<file path="src/rtl/cpu_types.sv">
// Shared types for the memory stage: pipeline control word, MEM FSM states
// and the load/store funct3 size encodings.
package cpu_types;

  typedef struct packed {
    logic regwrite;
    logic memtoreg;
    logic memread;
    logic memwrite;
  } ctrl_t;

  typedef enum logic [1:0] {
    IDLE     = 2'd0,
    WAIT_RSP = 2'd1,
    DONE     = 2'd2
  } mem_state_t;

  localparam logic [2:0] F3_B  = 3'b000;
  localparam logic [2:0] F3_H  = 3'b001;
  localparam logic [2:0] F3_W  = 3'b010;
  localparam logic [2:0] F3_BU = 3'b100;
  localparam logic [2:0] F3_HU = 3'b101;

endpackage

</file>
<file path="src/rtl/load_align.sv">
// Picks the addressed byte/half/word out of a raw load word and
// sign- or zero-extends it according to funct3.
module load_align
  import cpu_types::*;
(
  input  logic [31:0] word_i,
  input  logic [1:0]  off_i,
  input  logic [2:0]  funct3_i,
  output logic [31:0] data_o
);

  logic [31:0] shifted;
  logic [7:0]  byte_v;
  logic [15:0] half_v;

  always_comb begin
    shifted = word_i >> {off_i, 3'b000};
    byte_v  = shifted[7:0];
    half_v  = off_i[1] ? word_i[31:16] : word_i[15:0];
    unique case (funct3_i)
      F3_B:    data_o = {{24{byte_v[7]}}, byte_v};
      F3_H:    data_o = {{16{half_v[15]}}, half_v};
      F3_W:    data_o = word_i;
      F3_BU:   data_o = {24'd0, byte_v};
      F3_HU:   data_o = {16'd0, half_v};
      default: data_o = 32'd0;
    endcase
  end

endmodule

</file>
<file path="src/rtl/mem_stage.sv">
// MEM pipeline stage: issues load/store requests, stalls the pipe until a
// load response returns, and aligns/extends the loaded data.
module mem_stage
  import cpu_types::*;
(
  input  logic        clk,
  input  logic        rst,
  input  ctrl_t       ex_mem_ctrl,
  input  logic [31:0] ex_mem_alu_out,
  input  logic [31:0] ex_mem_rs2_val,
  input  logic [2:0]  ex_mem_funct3,
  input  logic [4:0]  ex_mem_rd,
  input  logic [31:0] ex_mem_pc_plus4,
  output logic        dmem_req_valid,
  input  logic        dmem_req_ready,
  output logic        dmem_we,
  output logic [31:0] dmem_addr,
  output logic [3:0]  dmem_be,
  output logic [31:0] dmem_wdata,
  input  logic        dmem_rsp_valid,
  input  logic [31:0] dmem_rsp_rdata,
  output logic        mem_stall,
  output logic        mem_fault,
  output ctrl_t       mem_ctrl_out,
  output logic [31:0] mem_alu_out,
  output logic [31:0] load_data,
  output logic [4:0]  rd_out,
  output logic [31:0] pc_plus4_out
);

  mem_state_t  state_q, state_d;
  logic [31:0] rdata_q, rdata_d;
  logic [31:0] aligned;
  logic        access, illegal, misalign, mem_op;

  assign mem_ctrl_out = ex_mem_ctrl;
  assign mem_alu_out  = ex_mem_alu_out;
  assign rd_out       = ex_mem_rd;
  assign pc_plus4_out = ex_mem_pc_plus4;

  // Unsigned sizes are meaningless for stores, so they fault like reserved codes.
  always_comb begin
    access   = ex_mem_ctrl.memread | ex_mem_ctrl.memwrite;
    illegal  = (ex_mem_funct3 == 3'b011) | (ex_mem_funct3 == 3'b110) |
               (ex_mem_funct3 == 3'b111) | (ex_mem_ctrl.memwrite & ex_mem_funct3[2]);
    misalign = ((ex_mem_funct3[1:0] == 2'b01) & ex_mem_alu_out[0]) |
               ((ex_mem_funct3[1:0] == 2'b10) & (ex_mem_alu_out[1:0] != 2'b00));
    mem_fault = access & (illegal | misalign);
    mem_op    = access & ~mem_fault;
  end

  always_comb begin
    dmem_we   = ex_mem_ctrl.memwrite;
    dmem_addr = {ex_mem_alu_out[31:2], 2'b00};
    unique case (ex_mem_funct3[1:0])
      2'b00: begin
        dmem_be    = 4'b0001 << ex_mem_alu_out[1:0];
        dmem_wdata = {4{ex_mem_rs2_val[7:0]}};
      end
      2'b01: begin
        dmem_be    = ex_mem_alu_out[1] ? 4'b1100 : 4'b0011;
        dmem_wdata = {2{ex_mem_rs2_val[15:0]}};
      end
      default: begin
        dmem_be    = 4'b1111;
        dmem_wdata = ex_mem_rs2_val;
      end
    endcase
  end

  load_align u_load_align (
    .word_i   (dmem_rsp_rdata),
    .off_i    (ex_mem_alu_out[1:0]),
    .funct3_i (ex_mem_funct3),
    .data_o   (aligned)
  );

  always_ff @(posedge clk) begin
    if (rst) begin
      state_q <= IDLE;
      rdata_q <= 32'd0;
    end else begin
      state_q <= state_d;
      rdata_q <= rdata_d;
    end
  end

  always_comb begin
    state_d = state_q;
    rdata_d = rdata_q;
    unique case (state_q)
      IDLE:
        if (mem_op && dmem_req_ready && !ex_mem_ctrl.memwrite) state_d = WAIT_RSP;
      WAIT_RSP:
        if (dmem_rsp_valid) begin
          rdata_d = aligned;
          state_d = DONE;
        end
      DONE:    state_d = IDLE;
      default: state_d = IDLE;
    endcase
  end

  // Stores are posted: an accepted store does not hold the pipe.
  always_comb begin
    dmem_req_valid = 1'b0;
    mem_stall      = 1'b0;
    load_data      = 32'd0;
    unique case (state_q)
      IDLE: begin
        dmem_req_valid = mem_op;
        mem_stall      = mem_op & ~(ex_mem_ctrl.memwrite & dmem_req_ready);
      end
      WAIT_RSP: mem_stall = 1'b1;
      DONE:     load_data = rdata_q;
      default: ;
    endcase
  end

endmodule

</file>
<file path="config.mk">
export PLATFORM = sky130hd
export DESIGN_NAME = mem_stage
export DESIGN_NICKNAME = d
export VERILOG_FILES = /design/src/rtl/cpu_types.sv /design/src/rtl/load_align.sv /design/src/rtl/mem_stage.sv
export SDC_FILE = /design/constraint.sdc
export NUM_CORES = 1
export LEC_CHECK = 0
export ABC_AREA = 1
export BUFFER_PORTS_ARGS = -buffer_cell sky130_fd_sc_hd__buf_2
export CAP_MARGIN = 10
export CORE_AREA = 8 8 119 121
export DETAILED_ROUTE_END_ITERATION = 12
export DIE_AREA = 0 0 127 129
export PLACE_DENSITY = 0.67
export SLEW_MARGIN = 5
export SYNTH_ARGS = -nofsm -noshare
export SYNTH_HDL_FRONTEND = slang
export SYNTH_SLANG_ARGS = --single-unit
</file>
<file path="constraint.sdc">
create_clock -name clk -period 2.5 [get_ports clk]
set_clock_uncertainty 0.2 [all_clocks]
set_input_delay 0.5 -clock clk [delete_from_list [all_inputs] [get_ports clk]]
set_output_delay 0.5 -clock clk [all_outputs]
set_load 0.05 [all_outputs]
</file>
==> run_summary.xml <==
<?xml version="1.0" encoding="UTF-8"?>
<metrics>
  <group name="logic_synthesis">
    <metric name="post-synth-top-count-cell" unit="">sky130_fd_sc_hd__nand2_1</metric>
    <metric name="synth_area" unit="um2">3720</metric>
    <metric name="ys_ff_latch" unit="">34</metric>
    <metric name="ys_top_cells_by_area" unit="">sky130_fd_sc_hd__buf_4 (23%), sky130_fd_sc_hd__nand2_1 (21%), sky130_fd_sc_hd__dfxtp_1 (18%)</metric>
    <metric name="number_of_enable_flip_flop_cells_after_synthesis" unit="">0</metric>
    <metric name="synthDominantAreaCellType" unit="">sky130_fd_sc_hd__buf_4</metric>
    <metric name="synth_area_per_cell" unit="um2">5.84</metric>
    <metric name="yosysSeqAreaShare" unit="%">18.3</metric>
    <metric name="synthDistinctLibCells" unit="">24</metric>
    <metric name="synth_top_flop_cell" unit="">sky130_fd_sc_hd__dfxtp_1</metric>
    <metric name="post_synth_inst_count" unit="">636</metric>
    <metric name="synth_top_area_share" unit="%">23.4</metric>
    <metric name="yosys_warnings" unit="">0</metric>
    <metric name="ffs_w_async_s_r_synth" unit="%">0</metric>
    <metric name="netlist_top_cells_count" unit="">sky130_fd_sc_hd__nand2_1 (205), sky130_fd_sc_hd__buf_4 (116), sky130_fd_sc_hd__inv_1 (75), sky130_fd_sc_hd__nor2_1 (67), sky130_fd_sc_hd__dfxtp_1 (34)</metric>
  </group>
  <group name="floorplan">
    <metric name="start_util" unit="%">30.2</metric>
    <metric name="placement_rows" unit="">41</metric>
    <metric name="die_height" unit="um">129</metric>
    <metric name="floorplan.die.width" unit="um">127</metric>
    <metric name="core_region_area" unit="um2">12300</metric>
    <metric name="boundaryPins" unit="">321</metric>
    <metric name="floorplan.die_area" unit="um2">16400</metric>
  </group>
  <group name="critical_path">
    <metric name="required" unit="ps">1800</metric>
    <metric name="worstPathBufferInverterCount" unit="">4</metric>
    <metric name="critical_path_arrival" unit="ps">1700</metric>
    <metric name="crit_path_max_fanout" unit="">16</metric>
    <metric name="cp_cell_sequence" unit="">buf_2 &gt; inv_4 &gt; nand2_2 &gt; inv_1 &gt; nand2_1 &gt; o21ai_0 &gt; buf_2</metric>
    <metric name="critPathLaunchType" unit="">primary input</metric>
    <metric name="critical-path-max-stage-delay" unit="ps">340</metric>
    <metric name="type_of_the_worst_setup_path" unit="">primary input to output port</metric>
    <metric name="cell_family_with_the_largest_share_of_critical_path_delay" unit="">buffers and inverters</metric>
    <metric name="worst_path_max_delay_cell" unit="">sky130_fd_sc_hd__inv_1</metric>
    <metric name="critPathMostFrequentCell" unit="">sky130_fd_sc_hd__buf_2</metric>
    <metric name="critPathCaptureType" unit="">output port</metric>
  </group>
  <group name="drt">
    <metric name="routed_wl" unit="mm">13.4</metric>
    <metric name="drt_iter0_markers" unit="">207</metric>
    <metric name="drtPass1Iterations" unit="">5</metric>
    <metric name="per_cell_routed_wire_length" unit="um">16.4</metric>
    <metric name="via_count" unit="">3704</metric>
    <metric name="remaining_drc_errors" unit="">0</metric>
    <metric name="final_antenna_net_count" unit="">0</metric>
    <metric name="routed_via_density" unit="">4.52</metric>
  </group>
  <group name="layout">
    <metric name="final_layout_size_suffix_gt1_share" unit="%">32.7</metric>
    <metric name="post-route-cell-area" unit="um2">3940</metric>
    <metric name="final_cell_count_no_fill" unit="">820</metric>
    <metric name="final_net_count" unit="">813</metric>
    <metric name="final_core_util" unit="%">32.0</metric>
    <metric name="area_delta_synth_final" unit="%">6.13</metric>
    <metric name="antenna_cells" unit="">0</metric>
  </group>
  <group name="global_routing">
    <metric name="first_global_vias" unit="">3610</metric>
    <metric name="global_route.usage.met1" unit="%">15.3</metric>
    <metric name="grt_max_degree" unit="">35</metric>
    <metric name="met3_usage" unit="%">7.99</metric>
    <metric name="antenna_violations_before_repair" unit="">2</metric>
    <metric name="globalRouteOverflowTotal" unit="">0</metric>
    <metric name="gr-usage-met2" unit="%">29.2</metric>
    <metric name="top_usage_layer" unit="">met2</metric>
    <metric name="grt.total_usage" unit="%">15.9</metric>
    <metric name="grt_pass1_wl" unit="mm">20.1</metric>
  </group>
  <group name="sta">
    <metric name="finalWorstPathRequiredPeriod" unit="ps">2400</metric>
    <metric name="final_critical_path_share_of_the_clock_period" unit="%">96.2</metric>
    <metric name="setup_viol" unit="">0</metric>
    <metric name="final_hold_slack" unit="ps">264</metric>
    <metric name="final.setup.tns" unit="ps">0</metric>
    <metric name="timing.fmax" unit="GHz">0.416</metric>
    <metric name="hold_violations" unit="">0</metric>
    <metric name="rsz_0062_raised_after_global_routing" unit="">false</metric>
    <metric name="timing.max_slew.rel_slack" unit="%">50.0</metric>
    <metric name="final_critical_path_setup_slack" unit="ps">95.1</metric>
    <metric name="report.final.slew_viol_count" unit="">0</metric>
    <metric name="worst_pin_slew" unit="ps">750</metric>
  </group>
  <group name="placed_design">
    <metric name="detailedPlace.worstSlack" unit="ps">99.1</metric>
    <metric name="port-buffer-count" unit="">150</metric>
    <metric name="place_congestion" unit="">0.843</metric>
    <metric name="dpl-instance-area" unit="um2">3790</metric>
    <metric name="hpwl" unit="mm">11.3</metric>
    <metric name="place_inst" unit="">812</metric>
  </group>
  <group name="clock_network">
    <metric name="cts_tree" unit="">done</metric>
    <metric name="ctsLongestPathBuffers" unit="">2</metric>
    <metric name="cts.root.buffer_cell" unit="">sky130_fd_sc_hd__clkbuf_16</metric>
    <metric name="post_cts.resized_instances" unit="">0</metric>
    <metric name="post-cts-setup-buffers" unit="">0</metric>
    <metric name="number_of_h_tree_branching_levels" unit="">2</metric>
    <metric name="hold_buf_count_cts" unit="">0</metric>
    <metric name="clkLatencyLatePin" unit="ps">270</metric>
    <metric name="cts.reportedPaths.clkPinSlew" unit="ps">60</metric>
    <metric name="tritoncts.num_buffers" unit="">5</metric>
    <metric name="clock_sink_count" unit="">34</metric>
  </group>
  <group name="worst_hold_path">
    <metric name="path_class_of_the_lowest_slack_min_delay_path" unit="">flop to flop</metric>
  </group>
  <group name="pwr">
    <metric name="standby_leakage_power" unit="nW">2.06</metric>
    <metric name="vdd_drop_max" unit="uV">214</metric>
    <metric name="power_per_standard_cell_area" unit="nW/um2">443</metric>
    <metric name="total_power" unit="mW">1.75</metric>
  </group>
  <group name="outcome">
    <metric name="outcome" unit="">finished clean</metric>
  </group>
  <group name="run">
    <metric name="drv_cap" unit="">0</metric>
  </group>
</metrics>
[kinds of logic (layout without fill, tap and decap cells)]
| group | count (synthesis) | in the layout | synth area share [%] |
|---|---|---|---|
| AOI/OAI and AO/OA | 61 | 61 | 10.0 |
| buffers and inverters | 219 | 252 | 35.4 |
| DFF | 34 | 34 | 18.3 |
| other | 1 | 2 | 0.101 |
| and+or+nand+nor | 321 | 321 | 36.2 |
[layout make-up]
type                    instances  area, um2
well taps                     150        188
fillers                      1453       8370
inverters                      79        299
clock buffers                   6        139
multi-input cells             384       1730
clock inverters                 2       12.5
flip-flops and latches         34        681
repair buffers                165        891
[state kept, by name (all words and copies together), names as in the netlist]
signal   flops
state_q      2
rdata_q     32
[worst min-delay path, stage by stage (launching register included)]
cell                      delay [ps]
sky130_fd_sc_hd__dfxtp_1         310
sky130_fd_sc_hd__nand2_1          60
sky130_fd_sc_hd__a21oi_1          50
[metal layers]
metal	vias to the layer above	routed length, um
li1	1853	-
met1	1606	4680
met2	206	6700
met3	35	1720
met4	4	306
met5	-	22
[cell usage in the layout (no fill, tap or decap), drive strengths merged]
master and n:
a21oi 36, buf 165, clkbuf 6, clkinv 1, clkinvlp 1, conb 2
dfxtp 34, inv 79, nand2 216, nand3 20, nand3b 1, nand4 1
nor2 82, nor4 1, o211ai 7, o21ai 18
[final timing paths]
check	from	to	slack, ps	cells after the start
max	ex_mem_funct3[0]	dmem_wdata[12]	100	7
min	rdata_q[16]	rdata_q[16]	260	2
max reg2reg	state_q[0]	rdata_q[31]	880	9
min reg2reg	rdata_q[16]	rdata_q[16]	260	2
[power by group]
part / leakage (nW) / switching [mW] / total, mW / internal (mW)
combinational: 1.71 / 0.415 / 0.574 / 0.159
clock: 0.0729 / 0.232 / 0.626 / 0.394
sequential: 0.274 / 0.00166 / 0.547 / 0.545
Power figures use the tool's default switching activity.
